===== src/rtl/decoder_scan.sv =====
// -----------------------------------------------------------------------------
// decoder_scan
//
// Registered binary-to-one-hot decoder with enable and an auto-scan mode.
// In direct mode the output follows sel one cycle later. In scan mode the
// one-hot output walks from line 0 to line OUT_W-1 and back to 0. Each line
// is held for dwell+1 cycles, and wrap pulses when the walk returns to line 0.
// Typical uses are LED-matrix rows, keypad scan strobes and bank selects.
//
// Parameters:
//   SEL_W   - width of the binary select
//   DWELL_W - width of the dwell input and the dwell counter
//   OUT_W   - number of one-hot lines, always 2**SEL_W (derived, not settable)
//
// Ports:
//   clk     - system clock, rising edge
//   rst     - synchronous active-high reset, overrides every other input
//   en      - enable; 0 forces y to zero and sends the block to IDLE
//   mode    - 0 = direct decode of sel, 1 = auto-scan
//   sel     - binary select, used in direct mode only
//   dwell   - extra cycles each line is held in scan mode
//   y       - registered one-hot output, or all zeros
//   cur_sel - registered index of the active line (holds its value while y is 0)
//   valid   - registered, equal to |y
//   wrap    - registered one-cycle pulse on the return from line OUT_W-1 to 0
// -----------------------------------------------------------------------------
module decoder_scan #(
   parameter  int SEL_W   = 2,
   parameter  int DWELL_W = 8,
   localparam int OUT_W   = 2 ** SEL_W
) (
   input  logic               clk,
   input  logic               rst,
   input  logic               en,
   input  logic               mode,
   input  logic [SEL_W-1:0]   sel,
   input  logic [DWELL_W-1:0] dwell,
   output logic [OUT_W-1:0]   y,
   output logic [SEL_W-1:0]   cur_sel,
   output logic               valid,
   output logic               wrap
);

   typedef enum logic [1:0] {
      ST_IDLE   = 2'd0,
      ST_DIRECT = 2'd1,
      ST_SCAN   = 2'd2
   } state_e;

   localparam logic [OUT_W-1:0] LINE0 = {{(OUT_W-1){1'b0}}, 1'b1};

   state_e             state_q,   state_d;
   logic [SEL_W-1:0]   idx_q,     idx_d;
   logic [DWELL_W-1:0] cnt_q,     cnt_d;
   logic [OUT_W-1:0]   y_q,       y_d;
   logic [SEL_W-1:0]   cur_sel_q, cur_sel_d;
   logic               valid_q,   valid_d;
   logic               wrap_q,    wrap_d;

   always_comb begin
      // NOTE: every variable gets a default first, so no path leaves a value
      // unassigned and no latch can be inferred.
      state_d   = state_q;
      idx_d     = idx_q;
      cnt_d     = cnt_q;
      y_d       = y_q;
      cur_sel_d = cur_sel_q;
      valid_d   = valid_q;
      wrap_d    = 1'b0;

      if (!en) begin
         // Clearing idx and cnt here makes any later scan start from line 0.
         state_d = ST_IDLE;
         idx_d   = '0;
         cnt_d   = '0;
         y_d     = '0;
         valid_d = 1'b0;
      end else if (!mode) begin
         state_d   = ST_DIRECT;
         idx_d     = '0;
         cnt_d     = '0;
         y_d       = LINE0 << sel;
         cur_sel_d = sel;
         valid_d   = 1'b1;
      end else if (state_q != ST_SCAN) begin
         // Scan entry: line 0 is shown immediately, and dwell is sampled for
         // the first slot.
         state_d   = ST_SCAN;
         idx_d     = '0;
         cnt_d     = dwell;
         y_d       = LINE0;
         cur_sel_d = '0;
         valid_d   = 1'b1;
      end else if (cnt_q != '0) begin
         cnt_d = cnt_q - 1'b1;
      end else begin
         // Slot end: advance, let idx wrap naturally, and reload dwell.
         idx_d     = idx_q + 1'b1;
         cnt_d     = dwell;
         y_d       = LINE0 << idx_d;
         cur_sel_d = idx_d;
         valid_d   = 1'b1;
         wrap_d    = &idx_q;
      end
   end

   always_ff @(posedge clk) begin
      // NOTE: state registers use non-blocking assignments, so every flop
      // samples the values from before the edge.
      if (rst) begin
         state_q   <= ST_IDLE;
         idx_q     <= '0;
         cnt_q     <= '0;
         y_q       <= '0;
         cur_sel_q <= '0;
         valid_q   <= 1'b0;
         wrap_q    <= 1'b0;
      end else begin
         state_q   <= state_d;
         idx_q     <= idx_d;
         cnt_q     <= cnt_d;
         y_q       <= y_d;
         cur_sel_q <= cur_sel_d;
         valid_q   <= valid_d;
         wrap_q    <= wrap_d;
      end
   end

   assign y       = y_q;
   assign cur_sel = cur_sel_q;
   assign valid   = valid_q;
   assign wrap    = wrap_q;

endmodule


===== config.mk =====
export PLATFORM = sky130hd
export DESIGN_NAME = decoder_scan
export DESIGN_NICKNAME = d
export VERILOG_FILES = /design/src/rtl/decoder_scan.sv
export SDC_FILE = /design/constraint.sdc
export NUM_CORES = 1
export LEC_CHECK = 0
export BUFFER_PORTS_ARGS = -buffer_cell sky130_fd_sc_hd__buf_2
export CORE_UTILIZATION = 52
export DETAILED_ROUTE_END_ITERATION = 6
export PLACE_DENSITY = 0.81
export RECOVER_POWER = 50
export SYNTH_ARGS = -nofsm -noshare
export SYNTH_HDL_FRONTEND = slang
export SYNTH_SLANG_ARGS = --single-unit

===== constraint.sdc =====
create_clock -name clk -period 2.3 [get_ports clk]
set_clock_uncertainty 0.2 [all_clocks]
set_input_delay 0.115 -clock clk [delete_from_list [all_inputs] [get_ports clk]]
set_output_delay 0.115 -clock clk [all_outputs]
set_load 0.02 [all_outputs]

# == Yosys cells after proc, flatten, opt, wreduce, memory -nomap -nowiden ==
# Index checks and enable logic that the tools add are counted.
# Widths: inputs -> output; s select.
# totals
output_inout_bits,8
input_bits,14
elab_cells,37
ff_bits,20
# op_classes
reduce_logical,7
bitwise_logic,2
n_addsub,2
shifts,2
mux,13
eq_ne,3
# ops
cell,count
$mux 8,2
$mux 4,3
$reduce_bool 8->1,1
$shl 1x2->4 const A,2
$sub 8x1->8 const B,1
$mux 2,3
$mux 1,5
$reduce_or 5->1,1
$reduce_and 2->1,2
$reduce_or 4->1,1
$ne 3x3->1 const B,1
$reduce_or 3->1,1
$add 2x1->2 const B,1
$ne 2x1->1 const B,1
$ne 2x2->1 const B,1
$not 1->1,2
$reduce_or 2->1,1

# == Longest topological paths before layout ==
# Gate-level depths: netlist (run 1).
# depth
word_depth,5
depth_mapped,7
mapped_depth_nobuf,6

# == Least setup slack after synthesis (run 1) ==
# No wires, ideal clock.
# synth_path
path_type,register to register
start,register cnt_q[0]
end,"register cur_sel_q[0], in the netlist cur_sel[0]"
setup_ns,0.119
required_ns,1.981
synth_period_minus_slack_ns,1.746
slack_ns,0.554
path_stages_with_launch,8
path_buffers,1
arrival_time_ns,1.427
path_cell_list,dfxtp_1 inv_1 ha_1 nor3b_1 and2_1 buf_6 a21oi_2 o221a_1
# synth_via
elab_chain_cells,3
# synth_lines
element,line,text
start: declaration,54,"logic [DWELL_W-1:0] cnt_q, cnt_d;"
start signal: assignment,121,cnt_q <= cnt_d;
$reduce_bool 8->1,94,end else if (cnt_q != '0) begin
$ne 3x3->1 (no line),--,
$reduce_and 2->1 (no line),--,
end signal: assignment,123,cur_sel_q <= cur_sel_d;
end: declaration,56,"logic [SEL_W-1:0] cur_sel_q, cur_sel_d;"
# Every way passes these cells.
# A chain may end at the register's enable or synchronous reset.

# == Final worst setup path (run 1) ==
# Ends and elaborated chain as after synthesis.

==> run metrics, run 1 <==
Seq/Total Area, Yosys ~40%; num rows 15; Worst R2R Path Depth 6; slowest stage delay, CP around 0.46 ns; # setup viols final 0; hold path cells 2; fin. max-slew vios 0; die area ~2100 sq um; vias per cell between 5 and 6; first-pass GRT wire length between 3000 and 4000 um; Synth Area in Compound Gates approximately 19%; initial antenna violation count 0; Final TNS setup 0 ns; CTS buffer count 3; switching fraction of total power 23.97%; Nets around 170; Detailed Place HPWL roughly 1400 um; clock network fraction of total power a little under two fifths; critical path start-end classification flip-flop to flip-flop; H-tree depth 1; dominant combinational cell family by area after synthesis simple AND/OR/NAND/NOR gates; drt wl/cell between 10 and 15 um; CTS tree done; Area Growth Syn to Fin 26.95%; Mapped Avg Cell Area approximately 8.6 sq um; final hold vios 0; Storage cell area around 400 sq um; share of layout cells above drive strength 1 13.07%; Yosys cell types 26; Layout fillers about 140; Yosys warnings 0; vias in the first global route 800; R2R Path Start cnt_q[0]; Comb power frac between 15 and 20%; sequential power share between 40% and 50%; number of synthesized register bits 20; IO buf count 21; Initial Util around 57%; Power Density roughly 600 nW/um^2; crit path launch cnt_q[0]; clk slew on worst S/H paths 0.11 ns; # Max-Cap Violations 0; syn_nets around 140; Crit. End Element flip-flop; Max transition margin roughly three fifths; FMAX just under 0.5 GHz; Hold Path Sink valid; slowest stage cell, crit path nor3b_1; multi-input logic area ~560 sq um; crit path launch type flip-flop; Sink Count 20; GRT overflow 0; largest fanout on the critical path 6; Post-Synth Adder-Cell Area 7.417%; largest net degree at the start of global routing 16; Leak Pwr ~0.54 nW; sw power approximately 0.19 mW; Root Driver clkbuf_4; XOR/XNOR share of the synthesized area between 6 and 7%; Int Pwr between 0.5 and 0.6 mW; GRT Overall Usage about 23%; mux cell area share after synthesis 0%; worst hold slack between 0.2 and 0.3 ns; Pre-antenna DRT Iters 4; CTS max path bufs 2; simple-gate share of the synthesized area a little under a quarter; worst path cell trace inv_1, ha_1, nor3b_1, and2_0, a21oi_2, o221a_1; vias post-DR 900; Cell Area, Synth 1012 sq um; Reg2Reg Setup Slack 0.24 ns; final WL approximately 2100 um; worst slew pin tran around 0.61 ns; post-route ant nets 0; width of the chip ~46 um; min-delay worst type flip-flop to flip-flop; ANT cells 0; WP buf/inv 1; IO Pins 22; RSZ-0062 raised after global routing false; period utilization between 80 and 90%; initial DRC count 25; clk_lat worst skew roughly 0.3 ns; core area roughly 1800 sq um; status finished, final reports clean; Die H around 46 um; CP top delay family simple AND/OR/NAND/NOR gates; HP Start valid; post-CTS setup repair buffer count 0; r2r endpoint cur_sel[0]; CP required between 2 and 2.5 ns; Final min period 2.064 ns; placer congestion estimate ~0.86; DRC Markers 0; Max VDD drop about 0.38 mV; Critical Path AT roughly 2.1 ns; Gate Count Post-Synth between 100 and 150
synthesized netlist by cell type:
cell type	count	share of area [%]
buf_6	3	3.3
nor4_4	1	2.1
a21oi_2	2	1.7
nor2_1	26	9.6
a32oi_1	1	0.87
nand2b_1	4	2.5
xor2_1	4	3.5
nand3b_1	1	0.74
inv_1	6	2.2
a31oi_1	1	0.62
nor3b_1	1	0.74
a21oi_1	5	2.5
xnor2_1	3	2.6
nor2b_1	1	0.62
a211oi_2	2	2.5
nand3_1	1	0.49
a211oi_1	8	5.9
ha_1	6	7.4
o21ai_0	4	2.0
dfxtp_1	20	40
nand2_1	12	4.4
o221a_1	1	1.1
nor3_1	2	0.99
o22ai_1	1	0.62
and2_1	1	0.62
a21o_1	1	0.74
state kept, by name, summed over array words and instances, names as in the netlist:
| name | cells |
|---|---|
| cnt_q | 8 |
| idx_q | 2 |
| y | 4 |
| wrap | 1 |
| cur_sel | 2 |
| state_q | 2 |
| valid | 1 |
area by class of cell:
type / count / share of cell area (%)
flip-flops and latches: 20 / 31.16
inverters: 6 / 1.753
well taps: 25 / 2.434
clock inverters: 1 / 2.337
clock buffers: 3 / 1.753
multi-input cells: 89 / 43.23
repair buffers: 34 / 17.33
logic make-up after synthesis:
group	count (synthesis)
xor+xnor	7
fa+ha+maj	6
buf+inv	9
simple gates	50
compound gates	26
flops	20
worst reg2reg max path, delay by kind of cell, from the launching register on:
| family | cells | cell delay [ns] |
|---|---|---|
| AOI/OAI and AO/OA | 2 | 0.32 |
| adders and majority gates | 1 | 0.16 |
| buffers and inverters | 1 | 0.10 |
| DFF | 1 | 0.34 |
| and+or+nand+nor | 2 | 0.86 |
through the flow:
step | cell area, sq um | std cells | utilization (%) | power, mW | setup slack [ns]
CTS | 1297 | 178 | 72.77 | 0.7820 | 0.2670
floorplan | 1012 | 118 | - | 0.4504 | 0.5540
detailed placement | 1115 | 161 | 62.53 | 0.4752 | 0.3354
finish | 1285 | 178 | 72.07 | 0.7736 | 0.2358
global route | 1285 | 178 | 72.07 | 0.8079 | 0.07640
global placement | 1115 | 161 | 62.53 | 0.4729 | 0.4615
layer usage:
metal,share of wire (%),track usage (%)
met1,49,29.40
met2,46,36.06
met3,3.9,5.882
met4,1.1,11.18
met5,0,0
how the worst max path moves through the flow:
stage | end | slack, ns | depth (start not counted)
4_1_cts | y[3] | 0.27 | 6
5_1_grt | cur_sel[0] | 0.08 | 6
2_1_floorplan | cur_sel[0] | 0.55 | 7
6_report | cur_sel[0] | 0.24 | 6
3_5_place_dp | y[3] | 0.34 | 6
3_3_place_gp | cur_sel[0] | 0.46 | 6
what timing repair did:
item,4_1_cts,5_1_grt
endpoints found under the setup margin,0,0
resized for setup,0,0
hold buffers,13,0
endpoints found under the hold margin,16,0
layout by cell type, fill, tap and decap left out, drive strengths merged, types with 6 or more instances in the layout:
cell type / n
clkbuf: 13
nor2: 26
a211oi: 10
inv: 6
dlygate4sd3: 13
buf: 11
ha: 6
nand2: 12
dfxtp: 20
a21oi: 7
power by group through the flow:
stage               Combinational, mW  Clock, mW  Sequential, mW
global placement               0.0987          0           0.374
CTS                             0.119      0.296           0.367
finish                          0.118      0.288           0.368
global route                    0.131      0.308           0.369
floorplan                      0.0702          0           0.380
detailed placement              0.100          0           0.375
No activity file was read; power rests on OpenSTA's default activity.
==> run 2, diff against run 1 <==
==> constraint.sdc (replaced) <==
create_clock -name clk -period 2.1 [get_ports clk]
set_clock_uncertainty 0.2 [all_clocks]
set_input_delay 0.105 -clock clk [delete_from_list [all_inputs] [get_ports clk]]
set_output_delay 0.105 -clock clk [all_outputs]
set_load 0.02 [all_outputs]
==> run metrics, run 2 (synthesized netlist as in run 1, its figures left out) <==
most common cell after layout, fill and taps aside nor2_1 (unchanged); drt wl/cell 12.62 um (was 12.05 um); total power 0.7655 mW (was 0.7736 mW); Root Driver clkbuf_4 (unchanged); hold path cells 2 (unchanged); final WL 2272 um (was 2145 um); worst slew pin tran 0.3526 ns (was 0.6111 ns); width of the chip 46.12 um (unchanged); Nets 176 (was 174); vias in the first global route 841 (was 800); Initial Util 56.77% (unchanged); commonest cells after routing, fill and taps aside nor2_1 (26), dfxtp_1 (20), dlygate4sd3_1 (14) (was nor2_1 (26), dfxtp_1 (20), dlygate4sd3_1 (13)); CTS max path bufs 2 (unchanged); # setup viols final 0 (unchanged); ANT cells 0 (unchanged); Final min period 1.885 ns (was 2.064 ns); Area Growth Syn to Fin 27.69% (was 26.95%); Worst R2R Path Depth 6 (unchanged); # Max-Cap Violations 0 (unchanged); GRT Overall Usage 24.35% (was 23.09%); crit path launch type flip-flop (unchanged); Leak Pwr 0.5511 nW (was 0.5409 nW); largest fanout on the critical path 6 (unchanged); vias post-DR 922 (was 900); CTS buffer count 3 (unchanged); num rows 15 (unchanged); CTS tree done (unchanged); Sink Count 20 (unchanged); CP required 2.11 ns (was 2.31 ns); GRT overflow 0 (unchanged); min-delay worst type flip-flop to flip-flop (unchanged); initial DRC count 24 (was 25); critical path start-end classification flip-flop to flip-flop (unchanged); Layout fillers 132 (was 136); max reg flops 8 (unchanged); clk_lat worst skew 0.31 ns (was 0.30 ns); first-pass GRT wire length 3539 um (was 3443 um); initial antenna violation count 0 (unchanged); Power Density 592.2 nW/um^2 (was 602.1 nW/um^2); clk slew on worst S/H paths 0.12 ns (was 0.11 ns); largest net degree at the start of global routing 16 (unchanged); fin. max-slew vios 0 (unchanged); post-route ant nets 0 (unchanged); placer congestion estimate 0.8522 (was 0.8582); FMAX 0.5306 GHz (was 0.4845 GHz); Max VDD drop 0.3621 mV (was 0.3806 mV); RSZ-0062 raised after global routing false (unchanged); Max transition margin 76.44% (was 59.26%); Detailed Place HPWL 1493 um (was 1446 um); die area 2127 sq um (unchanged); core area 1783 sq um (unchanged); DRC Markers 0 (unchanged); H-tree depth 1 (unchanged); Die H 46.12 um (unchanged); Largest Register cnt_q (unchanged); share of layout cells above drive strength 1 14.84% (was 13.07%); worst hold slack 0.2875 ns (was 0.2946 ns); period utilization 89.74% (was 89.75%); Pre-antenna DRT Iters 4 (unchanged); Crit. End Element flip-flop (unchanged); final hold vios 0 (unchanged); Final TNS setup 0 ns (unchanged); status finished, final reports clean (unchanged); IO buf count 21 (unchanged); IO Pins 22 (unchanged); Critical Path AT 1.90 ns (was 2.08 ns); vias per cell 5.122 (was 5.056); post-CTS setup repair buffer count 0 (unchanged)
run 2: stage by stage:
| stage | instance area (sq um) | std cells | worst slack (ns) | util (%) |
|---|---|---|---|---|
| floorplan | 1012 | 118 | 0.3540 | - |
| global placement | 1122 | 162 | 0.2608 | 62.95 |
| detailed placement | 1122 | 162 | 0.1174 | 62.95 |
| CTS | 1299 | 180 | 0.07684 | 72.84 |
| global route | 1292 | 180 | 0.1174 | 72.49 |
| finish | 1292 | 180 | 0.2154 | 72.49 |
run 2: what timing repair did:
| action | 4_1_cts | 5_1_grt |
|---|---|---|
| hold buffers | 14 | 0 |
| resized for setup | 0 | 1 |
| endpoints found under the setup margin | 0 | 1 |
| hold endpoints to repair | 17 | 0 |
run 2: final cells by class:
class	count	area [sq um]	area share, %
multi-input cells	89	560.5	43.37
flip-flops and latches	20	400.4	30.98
repair buffers	36	241.5	18.68
clock buffers	4	36.28	2.807
well taps	25	31.28	2.420
inverters	6	22.52	1.742
run 2: worst paths after layout:
kind,endpoint,slack [ns],start
worst min-delay path,valid,0.29,valid
worst min register to register,valid,0.29,valid
worst max register to register,cur_sel[0],0.22,cnt_q[0]
worst max-delay path,cur_sel[0],0.22,cnt_q[0]
run 2: power by group:
group / leakage [nW] / switching, mW / internal (mW)
Combinational: 0.367 / 0.0703 / 0.0618
Clock: 0.0210 / 0.125 / 0.106
Sequential: 0.163 / 0.0109 / 0.392
Total: 0.551 / 0.206 / 0.560
run 2: per-layer routing:
metal / share of wire (%) / GRT usage (%) / vias to the layer above
li1: - / - / 476
met1: 44 / 29.54 / 408
met2: 48 / 40.56 / 29
met3: 3.1 / 3.529 / 9
met4: 4.0 / 14.12 / 0
met5: 0 / 0 / -
run 2: worst max-delay path, stage by stage, from the launching register on:
cell,delay (ns)
dfxtp_1,0.35
inv_1,0.11
ha_1,0.15
nor3b_2,0.29
and2_0,0.37
a21oi_2,0.10
o221a_1,0.23
